File: src/rtl/logic_function_exerciser.sv
`default_nettype none
// ============================================================================
//  Module      : logic_function_exerciser
//  Description : Sweeps A/B/C through all 8 combinations, waits a settle time
//                per vector, samples the circuit's F output and checks it
//                against A&(B|C). Reports error count, first failing vector
//                and an overall pass flag.
//  Revision    : 1.0 - initial release
// ============================================================================
module logic_function_exerciser #(
    parameter int SETTLE_CYCLES = 2     // legal range 1..15
) (
    input  logic       clk,
    input  logic       rst,
    input  logic       start,
    input  logic       f_in,
    output logic       a_out,
    output logic       b_out,
    output logic       c_out,
    output logic       busy,
    output logic       done,
    output logic       pass,
    output logic [3:0] err_count,
    output logic [2:0] first_fail_vec,
    output logic       first_fail_valid
);

    typedef enum logic [1:0] {
        S_IDLE   = 2'd0,
        S_SETTLE = 2'd1,
        S_SAMPLE = 2'd2,
        S_DONE   = 2'd3
    } state_t;

    // Counter value on the final settle cycle of a vector.
    localparam logic [3:0] C_SETTLE_LAST = 4'(SETTLE_CYCLES - 1);
    localparam logic [2:0] C_LAST_VEC    = 3'd7;

    state_t     r_state, w_state_nxt;
    logic [2:0] r_vec, w_vec_nxt;
    logic [3:0] r_cnt, w_cnt_nxt;
    logic [3:0] r_err, w_err_nxt;
    logic [2:0] r_ff_vec, w_ff_vec_nxt;
    logic       r_ff_valid, w_ff_valid_nxt;
    logic       r_busy, w_busy_nxt;
    logic       r_done, w_done_nxt;

    logic       w_expected;
    logic       w_mismatch;

    // Golden response for the vector currently applied: F = A & (B | C).
    assign w_expected = r_vec[2] & (r_vec[1] | r_vec[0]);
    assign w_mismatch = (f_in != w_expected);

    // Next-state and next-result logic; every register holds by default.
    always_comb begin
        w_state_nxt    = r_state;
        w_vec_nxt      = r_vec;
        w_cnt_nxt      = r_cnt;
        w_err_nxt      = r_err;
        w_ff_vec_nxt   = r_ff_vec;
        w_ff_valid_nxt = r_ff_valid;
        w_busy_nxt     = r_busy;
        w_done_nxt     = r_done;

        case (r_state)
            S_IDLE, S_DONE: begin
                if (start) begin
                    w_state_nxt    = S_SETTLE;
                    w_vec_nxt      = 3'd0;
                    w_cnt_nxt      = 4'd0;
                    w_err_nxt      = 4'd0;
                    w_ff_vec_nxt   = 3'd0;
                    w_ff_valid_nxt = 1'b0;
                    w_busy_nxt     = 1'b1;
                    w_done_nxt     = 1'b0;
                end
            end
            S_SETTLE: begin
                w_cnt_nxt = r_cnt + 4'd1;
                if (r_cnt == C_SETTLE_LAST) begin
                    w_state_nxt = S_SAMPLE;
                end
            end
            S_SAMPLE: begin
                // At most 8 samples per sweep, so the 4-bit count cannot wrap.
                if (w_mismatch) begin
                    w_err_nxt = r_err + 4'd1;
                    if (!r_ff_valid) begin
                        w_ff_vec_nxt   = r_vec;
                        w_ff_valid_nxt = 1'b1;
                    end
                end
                if (r_vec == C_LAST_VEC) begin
                    w_state_nxt = S_DONE;
                    w_busy_nxt  = 1'b0;
                    w_done_nxt  = 1'b1;
                end else begin
                    w_state_nxt = S_SETTLE;
                    w_vec_nxt   = r_vec + 3'd1;
                    w_cnt_nxt   = 4'd0;
                end
            end
            default: begin
                w_state_nxt = S_IDLE;
            end
        endcase
    end

    // State and result registers; reset aborts any sweep and clears results.
    always_ff @(posedge clk) begin
        if (rst) begin
            r_state    <= S_IDLE;
            r_vec      <= 3'd0;
            r_cnt      <= 4'd0;
            r_err      <= 4'd0;
            r_ff_vec   <= 3'd0;
            r_ff_valid <= 1'b0;
            r_busy     <= 1'b0;
            r_done     <= 1'b0;
        end else begin
            r_state    <= w_state_nxt;
            r_vec      <= w_vec_nxt;
            r_cnt      <= w_cnt_nxt;
            r_err      <= w_err_nxt;
            r_ff_vec   <= w_ff_vec_nxt;
            r_ff_valid <= w_ff_valid_nxt;
            r_busy     <= w_busy_nxt;
            r_done     <= w_done_nxt;
        end
    end

    assign a_out            = r_vec[2];
    assign b_out            = r_vec[1];
    assign c_out            = r_vec[0];
    assign busy             = r_busy;
    assign done             = r_done;
    assign pass             = r_done & (r_err == 4'd0);
    assign err_count        = r_err;
    assign first_fail_vec   = r_ff_vec;
    assign first_fail_valid = r_ff_valid;

endmodule
`default_nettype wire
File: config.mk
export PLATFORM = sky130hd
export DESIGN_NAME = logic_function_exerciser
export DESIGN_NICKNAME = d
export VERILOG_FILES = /design/src/rtl/logic_function_exerciser.sv
export SDC_FILE = /design/constraint.sdc
export NUM_CORES = 1
export LEC_CHECK = 0
export ABC_AREA = 1
export CAP_MARGIN = 20
export CORE_MARGIN = 1.5
export CORE_UTILIZATION = 55
export CTS_CLUSTER_SIZE = 30
export DETAILED_ROUTE_END_ITERATION = 8
export PLACE_DENSITY_LB_ADDON = 0.15
export SLEW_MARGIN = 20
export SYNTH_ARGS = -nofsm -noshare
export SYNTH_HDL_FRONTEND = slang
export SYNTH_SLANG_ARGS = --single-unit
File: constraint.sdc
create_clock -name clk -period 2.1 [get_ports clk]
set_input_delay 0.42 -clock clk [delete_from_list [all_inputs] [get_ports clk]]
set_output_delay 0.42 -clock clk [all_outputs]
set_load 0.02 [all_outputs]
==> impl_metrics.py, run 1 <==
metrics = {
    "worst_setup_path": {
        "start_kind": "flop",
        "r2r_start": "r_state[0]",
        "endpoint_kind": "output port",
        "cp-startpoint": "err_count[0]",
        "cp.required_ns": 1.68,
        "critPathSlowestCell": "dlygate4sd2_1",
        "max_stage_delay_ns": 0.38,
        "reg2regPathDepth": 6,
        "cp_cell_sequence": "inv_1 -> ha_1 -> nand2_1 -> nor3_1 -> dlygate4sd2_1",
        "crit_fanout": 6,
        "crit_type": "reg -> out",
        "crit_arrival_ns": 1.52,
    },
    "yosys": {
        "synthesis.area_mm2": 0.00109,
        "syn-mean-instance-area_um2": 7.99,
        "ys_warn_count": 0,
        "syn-num-nets": 150,
        "synthArstFlopShare": 0,
        "syn-instance-count": 136,
        "synth-edff-count": 0,
        "synth_cell_types": 29,
        "synth-seq-cells": 19,
        "synth_ff_type": "dfxtp_1",
        "synth-seq-area-share": 0.350,
    },
    "timing": {
        "slew_violations": 0,
        "fin_crit_sh": 0.922,
        "fmax_ghz": 0.516,
        "finalHoldViolCount": 0,
        "finalSetupTns_ns": 0,
        "setup_violations": 0,
        "worst_pin_slew_ns": 0.655,
        "fin_skew_ns": 0.000921,
        "rsz0062_at_grt": "no",
        "relSlewSlack": 0.563,
        "post-route-min-period_ns": 1.94,
    },
    "floorplanning": {
        "coreArea_mm2": 0.00178,
        "rows": 15,
        "die-area_mm2": 0.00225,
        "ios": 18,
        "die_w_um": 47.5,
        "start_util": 0.610,
        "die_h_um": 47.5,
    },
    "placed_design": {
        "gp_congestion": 0.781,
        "place_hpwl_mm": 1.69,
        "io_buffers": 17,
        "placed_cell_area_mm2": 0.00128,
    },
    "global_routing": {
        "track_usage": 0.223,
        "gr-total-overflow": 0,
        "grt_pass1_vias": 794,
        "antenna_found_initial": 0,
        "grt_max_degree": 17,
        "grt_pass1_wl_mm": 3.54,
    },
    "finish": {
        "nets": 170,
        "fillCellCount": 154,
        "finalInstanceArea_mm2": 0.00131,
        "drive_gt1_frac": 0.135,
        "area_growth_pct": 20.1,
        "diodes": 0,
    },
    "detailed_routing": {
        "drcViolationCount": 0,
        "top_layer": "met4",
        "vias_per_cell": 5.41,
        "met2WireLength_mm": 1.06,
        "dr_total_vias": 974,
        "initialDrtViolationCount": 27,
        "drt_first_pass_iters": 4,
        "wire_per_inst_um": 12.6,
        "wl_met3_um": 82,
        "wl_met1_mm": 1.08,
        "drt_wl_total_mm": 2.27,
        "ant_nets": 0,
    },
    "hold_path": {
        "hold_depth": 2,
        "hp-class": "reg -> reg",
        "worstHoldStart": "first_fail_vec[1]",
    },
    "cts": {
        "clkTransAtPathRegs_ns": 0.12,
        "clock_latency_ns": 0.31,
        "tritoncts": "built",
        "numCtsBuffers": 3,
        "htreeDepth": 1,
        "cts_root_buf": "clkbuf_4",
        "post_cts_buffers": 0,
        "cts.sinks": 19,
        "clockBufferDepth": 2,
    },
    "flow_run": {
        "drv_cap": 0,
    },
    "power": {
        "p_leak_nw": 0.548,
        "powerDensity_mw_per_mm2": 726,
        "ir_worst_vdd_v": 0.000537,
    },
    "status": {
        "status": "completed",
    },
}
==> stage by stage <==
step	hold WS, ns	setup slack (ns)	utilization	power [mW]	instances
finish	0.478	0.163	0.733	0.948	180
global route	0.501	0.0699	0.733	1.00	180
CTS	0.481	0.143	0.733	0.953	180
detailed placement	0.461	0.208	0.718	0.756	176
global placement	0.452	0.346	0.718	0.743	176
floorplan	0.464	0.539	-	0.675	136
==> Yosys cell counts, types with 2 or more instances <==
cell type  instances  area [µm²]
nand2_1           19        71.3
nand4_1            8        50.1
a21oi_2            3        26.3
nand3_1            8        40.0
ha_1              10         125
inv_1             19        71.3
nor2_1             7        26.3
o21ai_0            3        15.0
nand2_4            3        33.8
nor3_1             5        25.0
a21oi_1           14        70.1
dfxtp_1           19         380
inv_2              2        7.51
==> power breakdown <==
part	internal [mW]	switching [mW]	total, mW
Sequential	0.387	0.0242	0.412
Clock	0.0713	0.127	0.199
Combinational	0.121	0.218	0.338
==> worst paths after layout <==
path                       endpoint  slack (ns)
setup / recovery               pass        0.16
hold reg to reg   first_fail_vec[1]        0.48
setup reg to reg           r_cnt[2]        0.36
hold / removal    first_fail_vec[1]        0.48
==> routing by layer <==
| metal | track usage | vias up |
|---|---|---|
| li1 | - | 496 |
| met1 | 0.315 | 453 |
| met2 | 0.341 | 20 |
| met3 | 0.0377 | 5 |
| met4 | 0.0833 | 0 |
| met5 | 0 | - |
==> sequential cells by signal, indices dropped and copies added (netlist names) <==
register and cells:
first_fail_valid 1, done 1, first_fail_vec 3, r_vec 3, r_state 2, err_count 4
r_cnt 4, busy 1
==> placed cells by master (no fill, tap or decap), types with 2 or more instances in the layout <==
| cell | n |
|---|---|
| a21oi_1 | 14 |
| dfxtp_1 | 19 |
| nand2_1 | 19 |
| nor3_1 | 5 |
| nand3_1 | 8 |
| inv_2 | 2 |
| ha_1 | 10 |
| inv_1 | 19 |
| nand4_1 | 8 |
| nand2_4 | 3 |
| clkbuf_4 | 3 |
| nor2_1 | 7 |
| a21oi_2 | 3 |
| clkdlybuf4s50_1 | 16 |
| o21ai_0 | 3 |
==> critical path, delay by kind of cell (launching register included) <==
family,cells,cell delay [ns]
buffers and inverters,2,0.48
flip-flops,1,0.37
AND/OR/NAND/NOR,2,0.21
adder cells (fa/ha/maj),1,0.14
==> cell type report <==
cell class	count	area (µm²)	area share
clock buffer	3	22.5	0.0172
sequential	19	380	0.291
timing repair buffer	18	176	0.135
inverter	22	85.1	0.0651
tap	25	31.3	0.0239
multi-input combinational	92	606	0.464
clock inverter	1	5.00	0.00383
==> cell families after synthesis <==
family,after synthesis,share of synthesized area
AOI/OAI and AO/OA,25,0.137
xor gates and xnor gates,1,0.00806
adders and majority gates,10,0.115
buffers and inverters,25,0.0932
DFF,19,0.350
and+or+nand+nor,56,0.297
==> repair_timing <==
| item | 4_1_cts | 5_1_grt |
|---|---|---|
| endpoints found under the setup margin | 1 | 0 |
| hold buffers | 0 | 0 |
| gates resized for setup | 1 | 0 |
(Power assumes the default switching activity.)
==> run 2, diff against run 1 <==
--- a/config.mk
+++ b/config.mk
@@ -11,6 +11,7 @@
 export CORE_UTILIZATION = 55
 export CTS_CLUSTER_SIZE = 30
 export DETAILED_ROUTE_END_ITERATION = 8
+export GPL_TIMING_DRIVEN = 0
 export PLACE_DENSITY_LB_ADDON = 0.15
 export SLEW_MARGIN = 20
 export SYNTH_ARGS = -nofsm -noshare
==> constraint.sdc (replaced) <==
create_clock -name clk -period 2.1 [get_ports clk]
set_input_delay 0.42 -clock clk [delete_from_list [all_inputs] [get_ports clk]]
set_output_delay 0.42 -clock clk [all_outputs]
set_load 0.05 [all_outputs]
==> run 2 against run 1 <==
Clock power decreased by 4%. Worst hold slack got worse by 0.0050 ns. Worst setup slack got worse by 0.11 ns. Highest routed layer unchanged. Critical path depth decreased by 4. Critical endpoint is now err_count[0]. First-iteration DRC count increased by 74%. Final cell count increased by 1.1%.
==> impl_metrics.py, run 2 (synthesis results as in run 1) <==
metrics = {
    "worst_setup_path": {
        "rrSetupSlack_ns": 0.52,
        "cp-startpoint": "err_count[0]",
        "start_kind": "flop",
        "cp.required_ns": 1.68,
        "endpoint_kind": "output port",
        "critPathSlowestCell": "clkdlybuf4s50_1",
        "crit_arrival_ns": 1.62,
        "r2r_end": "err_count[0]",
        "crit_family": "buffers and inverters",
        "reg2regPathDepth": 8,
        "crit_type": "reg -> out",
        "cp_cell_sequence": "clkdlybuf4s50_1",
        "r2r_start": "r_state[0]",
        "max_stage_delay_ns": 0.86,
        "crit_buf_inv": 1,
        "crit_fanout": 6,
    },
    "power": {
        "internal_power_mw": 0.580,
        "ir_worst_vdd_v": 0.000517,
        "combPwrFrac": 0.383,
        "clock_power_share": 0.196,
        "p_sw_mw": 0.398,
        "switching_share": 0.407,
        "p_leak_nw": 0.575,
        "powerDensity_mw_per_mm2": 742,
        "p_seq_frac": 0.421,
    },
    "cts": {
        "post_cts_buffers": 0,
        "htreeDepth": 1,
        "cts_root_buf": "clkbuf_4",
        "clockBufferDepth": 2,
        "cts.sinks": 19,
        "cts_resized": 1,
        "holdBufCountCts": 0,
        "numCtsBuffers": 3,
        "tritoncts": "built",
        "clock_latency_ns": 0.31,
        "clkTransAtPathRegs_ns": 0.12,
    },
    "global_routing": {
        "grtUsageMet3": 0.0491,
        "met1_usage": 0.330,
        "gr-usage-met2": 0.384,
        "busiest_layer": "met2",
        "grt_pass1_wl_mm": 3.88,
        "grt_max_degree": 12,
        "track_usage": 0.247,
        "gr-total-overflow": 0,
        "grt_pass1_vias": 900,
        "antenna_found_initial": 0,
    },
    "detailed_routing": {
        "ant_nets": 0,
        "drt_wl_total_mm": 2.35,
        "wire_per_inst_um": 12.9,
        "initialDrtViolationCount": 47,
        "drcViolationCount": 0,
        "drt_first_pass_iters": 5,
        "vias_per_cell": 5.42,
        "dr_total_vias": 986,
    },
    "placed_design": {
        "pre_cts_slack_ns": 0.132,
        "gp_congestion": 0.824,
        "place_hpwl_mm": 1.79,
        "io_buffers": 17,
        "post-place-cells": 178,
    },
    "floorplanning": {
        "die_h_um": 47.5,
        "coreArea_mm2": 0.00178,
        "die-area_mm2": 0.00225,
        "start_util": 0.610,
        "rows": 15,
        "ios": 18,
        "die_w_um": 47.5,
    },
    "finish": {
        "nets": 172,
        "final_util": 0.740,
        "diodes": 0,
        "final_cell_mix": "inv_1 (19), nand2_1 (19), dfxtp_1 (19)",
        "drive_gt1_frac": 0.153,
        "area_growth_pct": 21.3,
        "fin_cells": 182,
    },
    "timing": {
        "post-route-min-period_ns": 2.04,
        "final.setup.worst_slack_ns": 0.0572,
        "setup_violations": 0,
        "slew_violations": 0,
        "finalHoldViolCount": 0,
        "fin_skew_ns": 0.00760,
        "timing.hold.ws_ns": 0.473,
        "finalSetupTns_ns": 0,
        "rsz0062_at_grt": "no",
        "worst_pin_slew_ns": 0.513,
        "fmax_ghz": 0.490,
        "fin_crit_sh": 0.973,
        "relSlewSlack": 0.657,
    },
    "hold_path": {
        "min_to": "first_fail_vec[2]",
        "hold_depth": 2,
        "worstHoldStart": "first_fail_vec[2]",
        "hp-class": "reg -> reg",
    },
    "flow_run": {
        "drv_cap": 0,
    },
    "status": {
        "status": "completed",
    },
}
run 2: cell types whose count changed in the layout (fill, tap and decap cells not counted), sizes merged:
cell,before,now
clkdlybuf4s50,16,15
buf,1,2
dlymetal6s2s,0,1
dlygate4sd2,1,0
clkbuf,3,5
run 2: final cells by class:
type | instances | area (µm²)
clock buffer | 3 | 22.5
sequential | 19 | 380
buffer | 3 | 16.3
tap | 25 | 31.3
timing repair buffer | 17 | 168
inverter | 22 | 85.1
clock inverter | 1 | 5.00
multi-input combinational | 92 | 611
fill | 150 | 464
run 2: per-stage QoR:
| step | total power, mW | area (µm²) |
|---|---|---|
| 2_1_floorplan | 0.704 | 1090 |
| 3_3_place_gp | 0.771 | 1290 |
| 3_5_place_dp | 0.790 | 1290 |
| 4_1_cts | 0.982 | 1320 |
| 5_1_grt | 1.04 | 1320 |
| 6_report | 0.978 | 1320 |
run 2: tightest hold or removal path, stage by stage (launching register included):
cell,delay [ns]
dfxtp_1,0.33
nand2_1,0.06
a21oi_1,0.05
run 2: power by group through the flow:
stage | Sequential [mW] | Combinational, mW | Clock, mW
3_5_place_dp | 0.419 | 0.370 | 0
3_3_place_gp | 0.416 | 0.355 | 0
6_report | 0.411 | 0.375 | 0.192
4_1_cts | 0.412 | 0.372 | 0.198
5_1_grt | 0.416 | 0.406 | 0.215
2_1_floorplan | 0.460 | 0.244 | 0
run 2: worst max-delay path by stage:
stage          depth (start not counted)           end  slack, ns
3_3_place_gp                           5          pass       0.15
5_1_grt                                1  err_count[0]       0.01
2_1_floorplan                          4          pass       0.21
6_report                               1  err_count[0]       0.06
3_5_place_dp                           5          pass       0.13
4_1_cts                                5          pass       0.03
run 2: routing by layer:
| metal | up-vias | share of wire |
|---|---|---|
| li1 | 500 | - |
| met1 | 451 | 0.45 |
| met2 | 30 | 0.48 |
| met3 | 5 | 0.051 |
| met4 | 0 | 0.017 |
| met5 | - | 0 |
==> run 3, diff against run 2 <==
--- a/config.mk
+++ b/config.mk
@@ -11,8 +11,8 @@
 export CORE_UTILIZATION = 55
 export CTS_CLUSTER_SIZE = 30
 export DETAILED_ROUTE_END_ITERATION = 8
-export GPL_TIMING_DRIVEN = 0
 export PLACE_DENSITY_LB_ADDON = 0.15
+export SETUP_SLACK_MARGIN = 0.3
 export SLEW_MARGIN = 20
 export SYNTH_ARGS = -nofsm -noshare
 export SYNTH_HDL_FRONTEND = slang
==> run 3 against run 2 <==
Worst setup slack better by 0.32 ns. Largest cell class unchanged. Die area unchanged. Cell area down 1.3%. Critical path depth up 4. Core utilization down 0.98 points. Via count down 4.3%. Critical path type unchanged.
==> impl_metrics.py, run 3 (synthesis results as in run 1) <==
metrics = {
    "status": {
        "status": "completed",
    },
    "power": {
        "finalPower_mw": 0.961,
        "p_leak_nw": 0.599,
        "ir_worst_vdd_v": 0.000482,
        "powerDensity_mw_per_mm2": 739,
    },
    "cts": {
        "clockBufferDepth": 2,
        "holdBufCountCts": 0,
        "htreeDepth": 1,
        "clock_latency_ns": 0.31,
        "cts_resized": 13,
        "cts.sinks": 19,
        "cts_root_buf": "clkbuf_4",
        "post_cts_buffers": 0,
        "numCtsBuffers": 3,
        "clkTransAtPathRegs_ns": 0.10,
        "tritoncts": "built",
    },
    "timing": {
        "timing.hold.ws_ns": 0.465,
        "fin_crit_sh": 0.822,
        "fin_skew_ns": 0.00838,
        "fmax_ghz": 0.579,
        "finalSetupTns_ns": 0,
        "post-route-min-period_ns": 1.73,
        "rsz0062_at_grt": "no",
        "final.setup.worst_slack_ns": 0.374,
        "finalHoldViolCount": 0,
        "relSlewSlack": 0.660,
        "worst_pin_slew_ns": 0.512,
        "setup_violations": 0,
        "slew_violations": 0,
    },
    "worst_setup_path": {
        "crit_buf_inv": 2,
        "rrSetupSlack_ns": 0.58,
        "endpoint_kind": "output port",
        "cp_cell_sequence": "inv_1 -> ha_1 -> nand2_1 -> nor3_4 -> buf_4",
        "critPathSlowestCell": "dfxtp_2",
        "start_kind": "flop",
        "cp.required_ns": 1.68,
        "max_stage_delay_ns": 0.36,
        "crit_type": "reg -> out",
        "crit_fanout": 6,
        "crit_arrival_ns": 1.31,
        "crit_family": "flip-flops",
    },
    "global_routing": {
        "grt_pass1_vias": 816,
        "grt_pass1_wl_mm": 3.40,
        "gr-total-overflow": 0,
        "antenna_found_initial": 0,
        "track_usage": 0.216,
        "grt_max_degree": 17,
    },
    "detailed_routing": {
        "wl_met1_mm": 1.06,
        "drt_first_pass_iters": 4,
        "wire_per_inst_um": 12.3,
        "drcViolationCount": 0,
        "initialDrtViolationCount": 9,
        "vias_per_cell": 5.24,
        "top_layer": "met4",
        "ant_nets": 0,
        "wl_met3_um": 69,
        "dr_total_vias": 944,
        "met2WireLength_mm": 1.04,
        "drt_wl_total_mm": 2.21,
    },
    "floorplanning": {
        "ios": 18,
        "die_w_um": 47.5,
        "die_h_um": 47.5,
        "coreArea_mm2": 0.00178,
        "start_util": 0.610,
        "rows": 15,
        "die-area_mm2": 0.00225,
    },
    "finish": {
        "fillCellCount": 153,
        "final_cell_mix": "inv_1 (19), nand2_1 (19), dfxtp_1 (17)",
        "final_util": 0.730,
        "drive_gt1_frac": 0.174,
        "nets": 170,
        "finalInstanceArea_mm2": 0.00130,
        "diodes": 0,
        "fin_cells": 180,
        "area_growth_pct": 19.7,
    },
    "placed_design": {
        "placed_cell_area_mm2": 0.00129,
        "io_buffers": 17,
        "gp_congestion": 0.771,
        "pre_cts_slack_ns": 0.379,
        "place_hpwl_mm": 1.64,
        "post-place-cells": 176,
    },
    "flow_run": {
        "drv_cap": 0,
    },
    "hold_path": {
        "hp-class": "reg -> reg",
    },
}
[run 3: cell types whose count changed in the layout (fill, tap and decap cells not counted), sizes merged]
cell           previous run  this run
clkbuf                    5         4
dlymetal6s2s              1         0
dlygate4sd2               0        12
clkdlybuf4s50            15         3
[run 3: layout make-up]
type	count	area, µm²	share of cell area
clock buffers	3	22.5	0.0173
clock inverters	1	5.00	0.00385
inverters	22	85.1	0.0654
multi-input cells	92	619	0.476
flip-flops and latches	19	383	0.294
well taps	25	31.3	0.0240
repair buffers	18	155	0.119
[run 3: final timing paths]
kind,start,end,cells after the start
max,err_count[0],pass,5
min,first_fail_vec[0],first_fail_vec[0],2
max reg2reg,r_state[0],err_count[3],8
min reg2reg,first_fail_vec[0],first_fail_vec[0],2
[run 3: routing by layer]
layer,vias to the layer above,track usage
met1,425,0.289
met2,20,0.343
met5,-,0
li1,494,-
met4,0,0.100
met3,5,0.0340
[run 3: power by group]
group	total [mW]	internal [mW]	switching, mW
Clock	0.189	0.0711	0.118
Combinational	0.362	0.114	0.248
Sequential	0.410	0.387	0.0230
[run 3: worst register-to-register path: stages (launching register included)]
cell     delay, ns
dfxtp_1       0.41
inv_1         0.06
ha_2          0.31
nand2_4       0.12
inv_4         0.06
nor2_8        0.16
nand2_2       0.12
nand2_1       0.08
a21oi_1       0.06
